<file path="config.mk">
export PLATFORM = sky130hd
export DESIGN_NAME = multicycle_sequencer
export DESIGN_NICKNAME = d
export VERILOG_FILES = /design/src/rtl/multicycle_sequencer.sv
export SDC_FILE = /design/constraint.sdc
export NUM_CORES = 1
export LEC_CHECK = 0
export ABC_AREA = 1
export CORE_MARGIN = 2
export CORE_UTILIZATION = 45
export CTS_CLUSTER_SIZE = 16
export DETAILED_ROUTE_END_ITERATION = 10
export GPL_TIMING_DRIVEN = 0
export PLACE_DENSITY = 0.82
export SYNTH_ARGS = -nofsm -noshare
export SYNTH_HDL_FRONTEND = slang
export SYNTH_SLANG_ARGS = --single-unit
</file>
<file path="constraint.sdc">
create_clock -name clk -period 1.9 [get_ports clk]
set_input_delay 0.285 -clock clk [delete_from_list [all_inputs] [get_ports clk]]
set_output_delay 0.285 -clock clk [all_outputs]
set_load 0.02 [all_outputs]
</file>
<file path="src/rtl/multicycle_sequencer.sv">
// Multi-cycle control FSM for the LEGv8-subset core.
// Steps FETCH/DECODE/EXEC/MEM/WB with req/ready memory handshakes.
module multicycle_sequencer #(
  parameter int MEM_TIMEOUT = 255,
  parameter int CNT_W       = 8
) (
  input  logic        clk,
  input  logic        rst,
  input  logic [31:0] instruction,
  input  logic        zero,
  input  logic        cond_true,
  input  logic        imem_ready,
  input  logic        dmem_ready,
  output logic        imem_req,
  output logic        dmem_req,
  output logic        dmem_we,
  output logic        ir_write,
  output logic        pc_write,
  output logic [1:0]  pc_src,
  output logic        alu_src,
  output logic [1:0]  alu_op,
  output logic        reg_write,
  output logic        mem_to_reg,
  output logic        flag_write,
  output logic        fault,
  output logic [2:0]  state
);

  typedef enum logic [2:0] {
    S_FETCH  = 3'd0,
    S_DECODE = 3'd1,
    S_EXEC   = 3'd2,
    S_MEM    = 3'd3,
    S_WB     = 3'd4,
    S_FAULT  = 3'd7
  } state_t;

  typedef enum logic [3:0] {
    C_ILL,
    C_B,
    C_CBZ,
    C_CBNZ,
    C_BCOND,
    C_MOVZ,
    C_IMM,
    C_RTYPE,
    C_SUBS,
    C_LDUR,
    C_STUR
  } cls_t;

  localparam bit TO_EN = (MEM_TIMEOUT != 0);
  localparam logic [CNT_W-1:0] TO_LAST =
    CNT_W'(MEM_TIMEOUT - 1);
  localparam logic [CNT_W-1:0] CNT_MAX = '1;

  state_t           state_q, state_d;
  cls_t             cls_q, cls_d;
  logic [CNT_W-1:0] cnt_q, cnt_d;
  logic             mem_wait;
  logic             timeout_hit;

  logic [5:0]  op6;
  logic [7:0]  op8;
  logic [8:0]  op9;
  logic [9:0]  op10;
  logic [10:0] op11;
  logic        unused_bits;

  assign op6  = instruction[31:26];
  assign op8  = instruction[31:24];
  assign op9  = instruction[31:23];
  assign op10 = instruction[31:22];
  assign op11 = instruction[31:21];
  assign unused_bits = ^instruction[20:0];

  // Opcode fields are prefix-disjoint, so at most one arm matches.
  always_comb begin
    cls_d = C_ILL;
    unique case (1'b1)
      op6  == 6'b000101:       cls_d = C_B;
      op8  == 8'b10110100:     cls_d = C_CBZ;
      op8  == 8'b10110101:     cls_d = C_CBNZ;
      op8  == 8'b01010100:     cls_d = C_BCOND;
      op9  == 9'b110100101:    cls_d = C_MOVZ;
      op10 == 10'b1001000100:  cls_d = C_IMM;
      op10 == 10'b1101000100:  cls_d = C_IMM;
      op11 == 11'b10001011000: cls_d = C_RTYPE;
      op11 == 11'b11001011000: cls_d = C_RTYPE;
      op11 == 11'b10001010000: cls_d = C_RTYPE;
      op11 == 11'b10101010000: cls_d = C_RTYPE;
      op11 == 11'b11101011000: cls_d = C_SUBS;
      op11 == 11'b11111000010: cls_d = C_LDUR;
      op11 == 11'b11111000000: cls_d = C_STUR;
      default:                 cls_d = C_ILL;
    endcase
  end

  assign mem_wait =
    (state_q == S_FETCH && !imem_ready) ||
    (state_q == S_MEM   && !dmem_ready);

  assign timeout_hit = TO_EN && (cnt_q >= TO_LAST);

  always_comb begin
    state_d    = state_q;
    imem_req   = 1'b0;
    dmem_req   = 1'b0;
    dmem_we    = 1'b0;
    ir_write   = 1'b0;
    pc_write   = 1'b0;
    pc_src     = 2'd2;
    alu_src    = 1'b0;
    alu_op     = 2'b00;
    reg_write  = 1'b0;
    mem_to_reg = 1'b0;
    flag_write = 1'b0;
    // Outputs are forced idle while rst is held so a pending
    // request is withdrawn in the same cycle reset arrives.
    if (!rst) begin
      unique case (state_q)
        S_FETCH: begin
          imem_req = 1'b1;
          if (imem_ready) begin
            ir_write = 1'b1;
            pc_write = 1'b1;
            pc_src   = 2'd0;
            state_d  = S_DECODE;
          end else if (timeout_hit) begin
            state_d = S_FAULT;
          end
        end
        S_DECODE: begin
          state_d = (cls_d == C_ILL) ? S_FAULT : S_EXEC;
        end
        S_EXEC: begin
          state_d = S_FETCH;
          unique case (cls_q)
            C_B: begin
              pc_write = 1'b1;
              pc_src   = 2'd1;
            end
            C_CBZ: begin
              alu_op = 2'b01;
              if (zero) begin
                pc_write = 1'b1;
                pc_src   = 2'd1;
              end
            end
            C_CBNZ: begin
              alu_op = 2'b01;
              if (!zero) begin
                pc_write = 1'b1;
                pc_src   = 2'd1;
              end
            end
            C_BCOND: begin
              alu_op = 2'b01;
              if (cond_true) begin
                pc_write = 1'b1;
                pc_src   = 2'd1;
              end
            end
            C_LDUR, C_STUR: begin
              alu_src = 1'b1;
              alu_op  = 2'b00;
              state_d = S_MEM;
            end
            C_RTYPE: begin
              alu_op  = 2'b10;
              state_d = S_WB;
            end
            C_SUBS: begin
              alu_op     = 2'b10;
              flag_write = 1'b1;
              state_d    = S_WB;
            end
            C_MOVZ, C_IMM: begin
              alu_src = 1'b1;
              alu_op  = 2'b11;
              state_d = S_WB;
            end
            default: state_d = S_FAULT;
          endcase
        end
        S_MEM: begin
          dmem_req = 1'b1;
          dmem_we  = (cls_q == C_STUR);
          alu_src  = 1'b1;
          if (dmem_ready) begin
            state_d = (cls_q == C_STUR) ? S_FETCH : S_WB;
          end else if (timeout_hit) begin
            state_d = S_FAULT;
          end
        end
        S_WB: begin
          reg_write  = 1'b1;
          mem_to_reg = (cls_q == C_LDUR);
          state_d    = S_FETCH;
        end
        S_FAULT: state_d = S_FAULT;
        default: state_d = S_FAULT;
      endcase
    end
  end

  // Saturating wait counter, cleared whenever the state changes.
  always_comb begin
    cnt_d = cnt_q;
    if (state_d != state_q) begin
      cnt_d = '0;
    end else if (mem_wait && cnt_q != CNT_MAX) begin
      cnt_d = cnt_q + CNT_W'(1);
    end
  end

  always_ff @(posedge clk or posedge rst) begin
    if (rst) begin
      state_q <= S_FETCH;
      cls_q   <= C_ILL;
      cnt_q   <= '0;
    end else begin
      state_q <= state_d;
      cnt_q   <= cnt_d;
      if (state_q == S_DECODE) begin
        cls_q <= cls_d;
      end
    end
  end

  assign fault = (state_q == S_FAULT);
  assign state = state_q;

endmodule

</file>
After elaboration in Yosys (flattened, before gate mapping)
Index checks and enable logic that the tools add are counted.
W data, S select, Z words.
{ "op_classes": {"eq_ne": 31, "n_reduce_logical": 18, "n_lt_le_gt_ge": 1, "add_sub_neg": 1, "muxes": 46} }
{ "ops": {"columns": ["operator", "count"], "rows": [
  ["$eq A11 B11 Y1 const B", 7],
  ["$pmux W4 S10", 1],
  ["$mux W1", 22],
  ["$eq A10 B10 Y1 const B", 2],
  ["$mux W3", 6],
  ["$eq A4 B3 Y1 const B", 4],
  ["$eq A8 B8 Y1 const B", 2],
  ["$mux W8", 2],
  ["$reduce_or A4 Y1", 4],
  ["$pmux W3 S5", 1],
  ["$mux W2", 7],
  ["$eq A4 B4 Y1 const B", 3],
  ["$eq A9 B9 Y1 const B", 1],
  ["$pmux W3 S3", 1],
  ["$add A8 B1 Y8 const B", 1],
  ["$eq A4 B2 Y1 const B", 2],
  ["$eq A8 B7 Y1 const B", 1],
  ["$ge A8 B8 Y1 const B", 1],
  ["$ne A8 B8 Y1 const B", 1],
  ["$pmux W2 S4", 1],
  ["$reduce_or A2 Y1", 4],
  ["$eq A3 B2 Y1 const B", 2],
  ["$eq A3 B3 Y1 const B", 2],
  ["$eq A6 B3 Y1 const B", 1],
  ["other kinds (14)", 18]
]} }
{ "totals": {"output_inout_bits": 17, "input_bits": 38, "reg_bits": 15} }

Depth between registers and ports, before layout
{ "logic_depth": {"depth_word": 9, "mapped_depth": 13, "ltp_nobuf": 13} }

Least setup slack after synthesis
Ideal clock, no wire load.
{ "synth_path": {"path_kind": "register to output", "startpoint": "reg state_q[1] (netlist: state[1])", "endpoint": "out pc_write", "slack_ns": -0.400, "n_path_buf": 0, "t_arrival_ns": 2.015, "t_required_ns": 1.615, "path_stages_with_launch": 9, "cell_sequence": "dfrtp_1 > inv_2 > nor2_1 > nand2_1 > nor2_2 > inv_2 > nor4_2 > nor2_1 > inv_1"} }
{ "synth_between": {"elab_chain_cells": 3} }
{ "synth_rtl": {"columns": ["item", "line", "source"], "rows": [
  ["start: declaration", "57", "state_t state_q, state_d;"],
  ["start signal: assignment", "223", "state_q <= state_d;"],
  ["$eq A3 B2 Y1 or $logic_not A3 Y1 (tied branches)", "121", "unique case (state_q)"],
  ["$pmux W1 S2 *", "121", null],
  ["$mux W1 *", "120", "if (!rst) begin"],
  ["end: declaration", "18", "output logic pc_write,"]
]} }
Every way passes the cells marked *; elsewhere a longest branch is shown, timed or not.

Worst setup path after layout
Ends and elaborated chain as after synthesis.

==> impl_metrics.json <==
{
  "status": "complete, but fails checks",
  "violations": "negative setup slack",
  "fp.coreArea_sq_um": 3080,
  "period_share_pct": 102,
  "dpl_cell_area_sq_um": 1860,
  "cp_max_fo": 3,
  "drv_cap": 0,
  "post-route-drc-count": 0,
  "min_period_ns": 1.95,
  "drtPass1Iterations": 4,
  "via_per_inst": 5.00,
  "yosysUniqueCellTypes": 29,
  "drv_slew": 0,
  "cts_tree": "built",
  "area_growth_pct": 38.2,
  "yosysSeqAreaShare_pct": 25.6,
  "worst_ep_arrival_time_ns": 1.66,
  "num_antenna_cells": 0,
  "die_h_microns": 61.1,
  "cts_root_buf": "clkbuf_4",
  "initial_utilization_pct": 47.6,
  "synth_area_sq_um": 1470,
  "avgSynthCellArea_sq_um": 6.27,
  "dieWidth_microns": 61.1,
  "crit_chain": "inv_4, nor2_4, nand2_4, nor2_4, inv_2, nor4_4, nor2_2, inv_2, buf_6",
  "gp_congestion": 0.881,
  "nFillCells": 262,
  "power_density_nw_per_um2": 756,
  "ant_nets": 0,
  "final-setup-viol-count": 3,
  "dp_hpwl_microns": 2600,
  "hold_violations": 0,
  "grt_first_pass_wirelength_microns": 5700,
  "setup_ws_ns": -0.0461,
  "clock-sinks": 15,
  "grt_pass1_vias": 1400,
  "cp_slowest_cell": "dfrtp_2",
  "leakagePower_nw": 0.995,
  "hold_path.class": "input pin to async pin",
  "grt_use_total_pct": 19.9,
  "insertion_delay_ns": 0.29,
  "worstSetupPathType": "register to output port",
  "slowest_delay_ns": 0.40,
  "cts.clk_slew.worst_paths_ns": 0.10,
  "ys_seq_elements": 15,
  "io_pins": 55,
  "die_area_sq_um": 3730,
  "wirelength_microns": 3660,
  "drive_above_1_share_pct": 28.4,
  "vias": 1630,
  "num_rows": 20,
  "wl_per_cell_microns": 11.2,
  "end_kind": "output port",
  "htreeDepth": 1,
  "total_power_mw": 1.53,
  "finalClockSkew_ns": 0.0152,
  "cts_made_buffers": 3,
  "slew_headroom_pct": 69.6,
  "fin_area_sq_um": 2030,
  "clockBufferDepth": 2,
  "portBuffers": 32,
  "vdd.ir_drop.worst_mv": 0.342,
  "crit_path_start_kind": "register",
  "ctsHoldBuffers": 0,
  "nNetsFinal": 323,
  "clock.fmax_ghz": 0.514,
  "grt_overflow": 0,
  "tightest_slew_ns": 0.456,
  "grt_max_degree": 25,
  "yosysWarningCount": 0,
  "final_core_util_pct": 65.9,
  "antenna_found_initial": 0,
  "syn_inst": 234,
  "syn-num-nets": 274,
  "drt_first_iter_violations": 117,
  "rsz0062_at_grt": "true",
  "critPathRequiredTime_ns": 1.62
}
[metal layers]
metal / wire, microns / global-route usage [%] / vias up / part of all wire, %
li1: - / - / 842 / -
met1: 1620 / 23.8 / 731 / 44
met2: 1820 / 36.2 / 51 / 50
met3: 157 / 1.68 / 6 / 4.3
met4: 63 / 8.70 / 0 / 1.7
met5: 0 / 0 / - / 0
[cell families (layout without fill, tap and decap cells)]
family / Yosys count / count (layout) / synth area share [%]
buffers and inverters: 39 / 87 / 10.6
and+or+nand+nor: 155 / 155 / 51.8
DFF: 15 / 15 / 25.6
AOI/OAI and AO/OA: 17 / 17 / 6.74
xor gates and xnor gates: 6 / 6 / 3.58
adders and majority gates: 2 / 2 / 1.71
[report_power, final]
part           leakage (nW)  internal [mW]  switching (mW)
clock network        0.0177         0.0782           0.106
registers             0.185          0.392          0.0862
logic                 0.792          0.356           0.515
[synth_stat cells]
cell | count | area share, %
clkinv_2 | 1 | 0.34
nor4_1 | 1 | 0.43
ha_1 | 2 | 1.7
nor2_4 | 3 | 2.3
nand2_2 | 3 | 1.3
nor4_2 | 1 | 0.85
inv_1 | 31 | 7.9
nand3_1 | 17 | 5.8
a21o_1 | 1 | 0.51
nor2_2 | 4 | 1.7
a21oi_1 | 4 | 1.4
nor3b_1 | 1 | 0.51
a21oi_2 | 1 | 0.60
xor2_1 | 4 | 2.4
nand2_1 | 50 | 13
buf_6 | 1 | 0.77
nor3_1 | 10 | 3.4
inv_2 | 6 | 1.5
nand3_4 | 2 | 2.4
nor3_2 | 1 | 0.68
nand3_2 | 4 | 2.7
o21a_1 | 2 | 1.0
nand2_4 | 2 | 1.5
nor2_1 | 50 | 13
a22oi_1 | 1 | 0.51
dfrtp_1 | 15 | 26
xnor2_1 | 2 | 1.2
nand4_1 | 6 | 2.6
o21ai_0 | 8 | 2.7
[area by class of cell]
class                   instances  area [sq um]  share of cell area [%]
plain buffers                   1          11.3                   0.556
clock buffers                   3          22.5                    1.11
clock inverters                 1          5.00                   0.247
inverters                      38           149                    7.35
multi-input cells             180          1010                    49.9
flip-flops and latches         15           382                    18.8
well taps                      44          55.1                    2.72
repair buffers                 44           390                    19.3
[state kept, by name (all words and copies together), names as in the netlist]
register  count
cnt_q         8
cls_q         4
state         3
[cells in the final DEF, fill, tap and decap left out, drive strengths merged]
| master | n |
|---|---|
| xnor2 | 2 |
| a21o | 1 |
| buf | 22 |
| o21ai | 8 |
| a22oi | 1 |
| o21a | 2 |
| clkdlybuf4s15 | 1 |
| clkdlybuf4s50 | 16 |
| nand2 | 55 |
| xor2 | 4 |
| nor2 | 57 |
| nand3 | 23 |
| clkinv | 2 |
| a21oi | 5 |
| clkbuf | 6 |
| nor3b | 1 |
| ha | 2 |
| inv | 37 |
| nor3 | 11 |
| nand4 | 6 |
| dfrtp | 15 |
| dlymetal6s2s | 3 |
| nor4 | 2 |
[path summary, 6_finish.rpt]
kind / startpoint / endpoint / slack (ns) / cells after the start
min in group clk: rst / state[0] / 0.27 / 2
min reg2reg: cnt_q[6] / cnt_q[6] / 0.56 / 2
min: rst / cnt_q[6] / 0.02 / 2
max: state[1] / pc_write / -0.05 / 9
max in group asynchronous: rst / cls_q[0] / 1.52 / 2
max reg2reg: state[2] / cnt_q[7] / 0.08 / 8
[worst max-delay path: cells and delay by family (launching register included)]
kind / cells / cell delay [ns]
buffers and inverters: 4 / 0.28
flip-flops: 1 / 0.40
AND/OR/NAND/NOR: 5 / 0.69
[stage by stage]
| step | cells | worst slack [ns] | hold WS, ns | TNS (ns) |
|---|---|---|---|---|
| CTS | 320 | -0.168 | 0.0219 | -0.256 |
| floorplan | 234 | 0.0259 | 0.283 | 0 |
| global placement | 310 | -0.302 | 0.339 | -3.06 |
| global route | 326 | -0.147 | 0.0400 | -0.998 |
| finish | 326 | -0.0461 | 0.0247 | -0.0932 |
| detailed placement | 310 | -0.343 | 0.344 | -3.30 |
[timing repair]
item | in CTS | in global routing
setup buffers | 6 | 6
endpoints found under the setup margin | 13 | 22
pin swaps | 0 | 7
resized for setup | 48 | 36
Power figures use the tool's default switching activity.
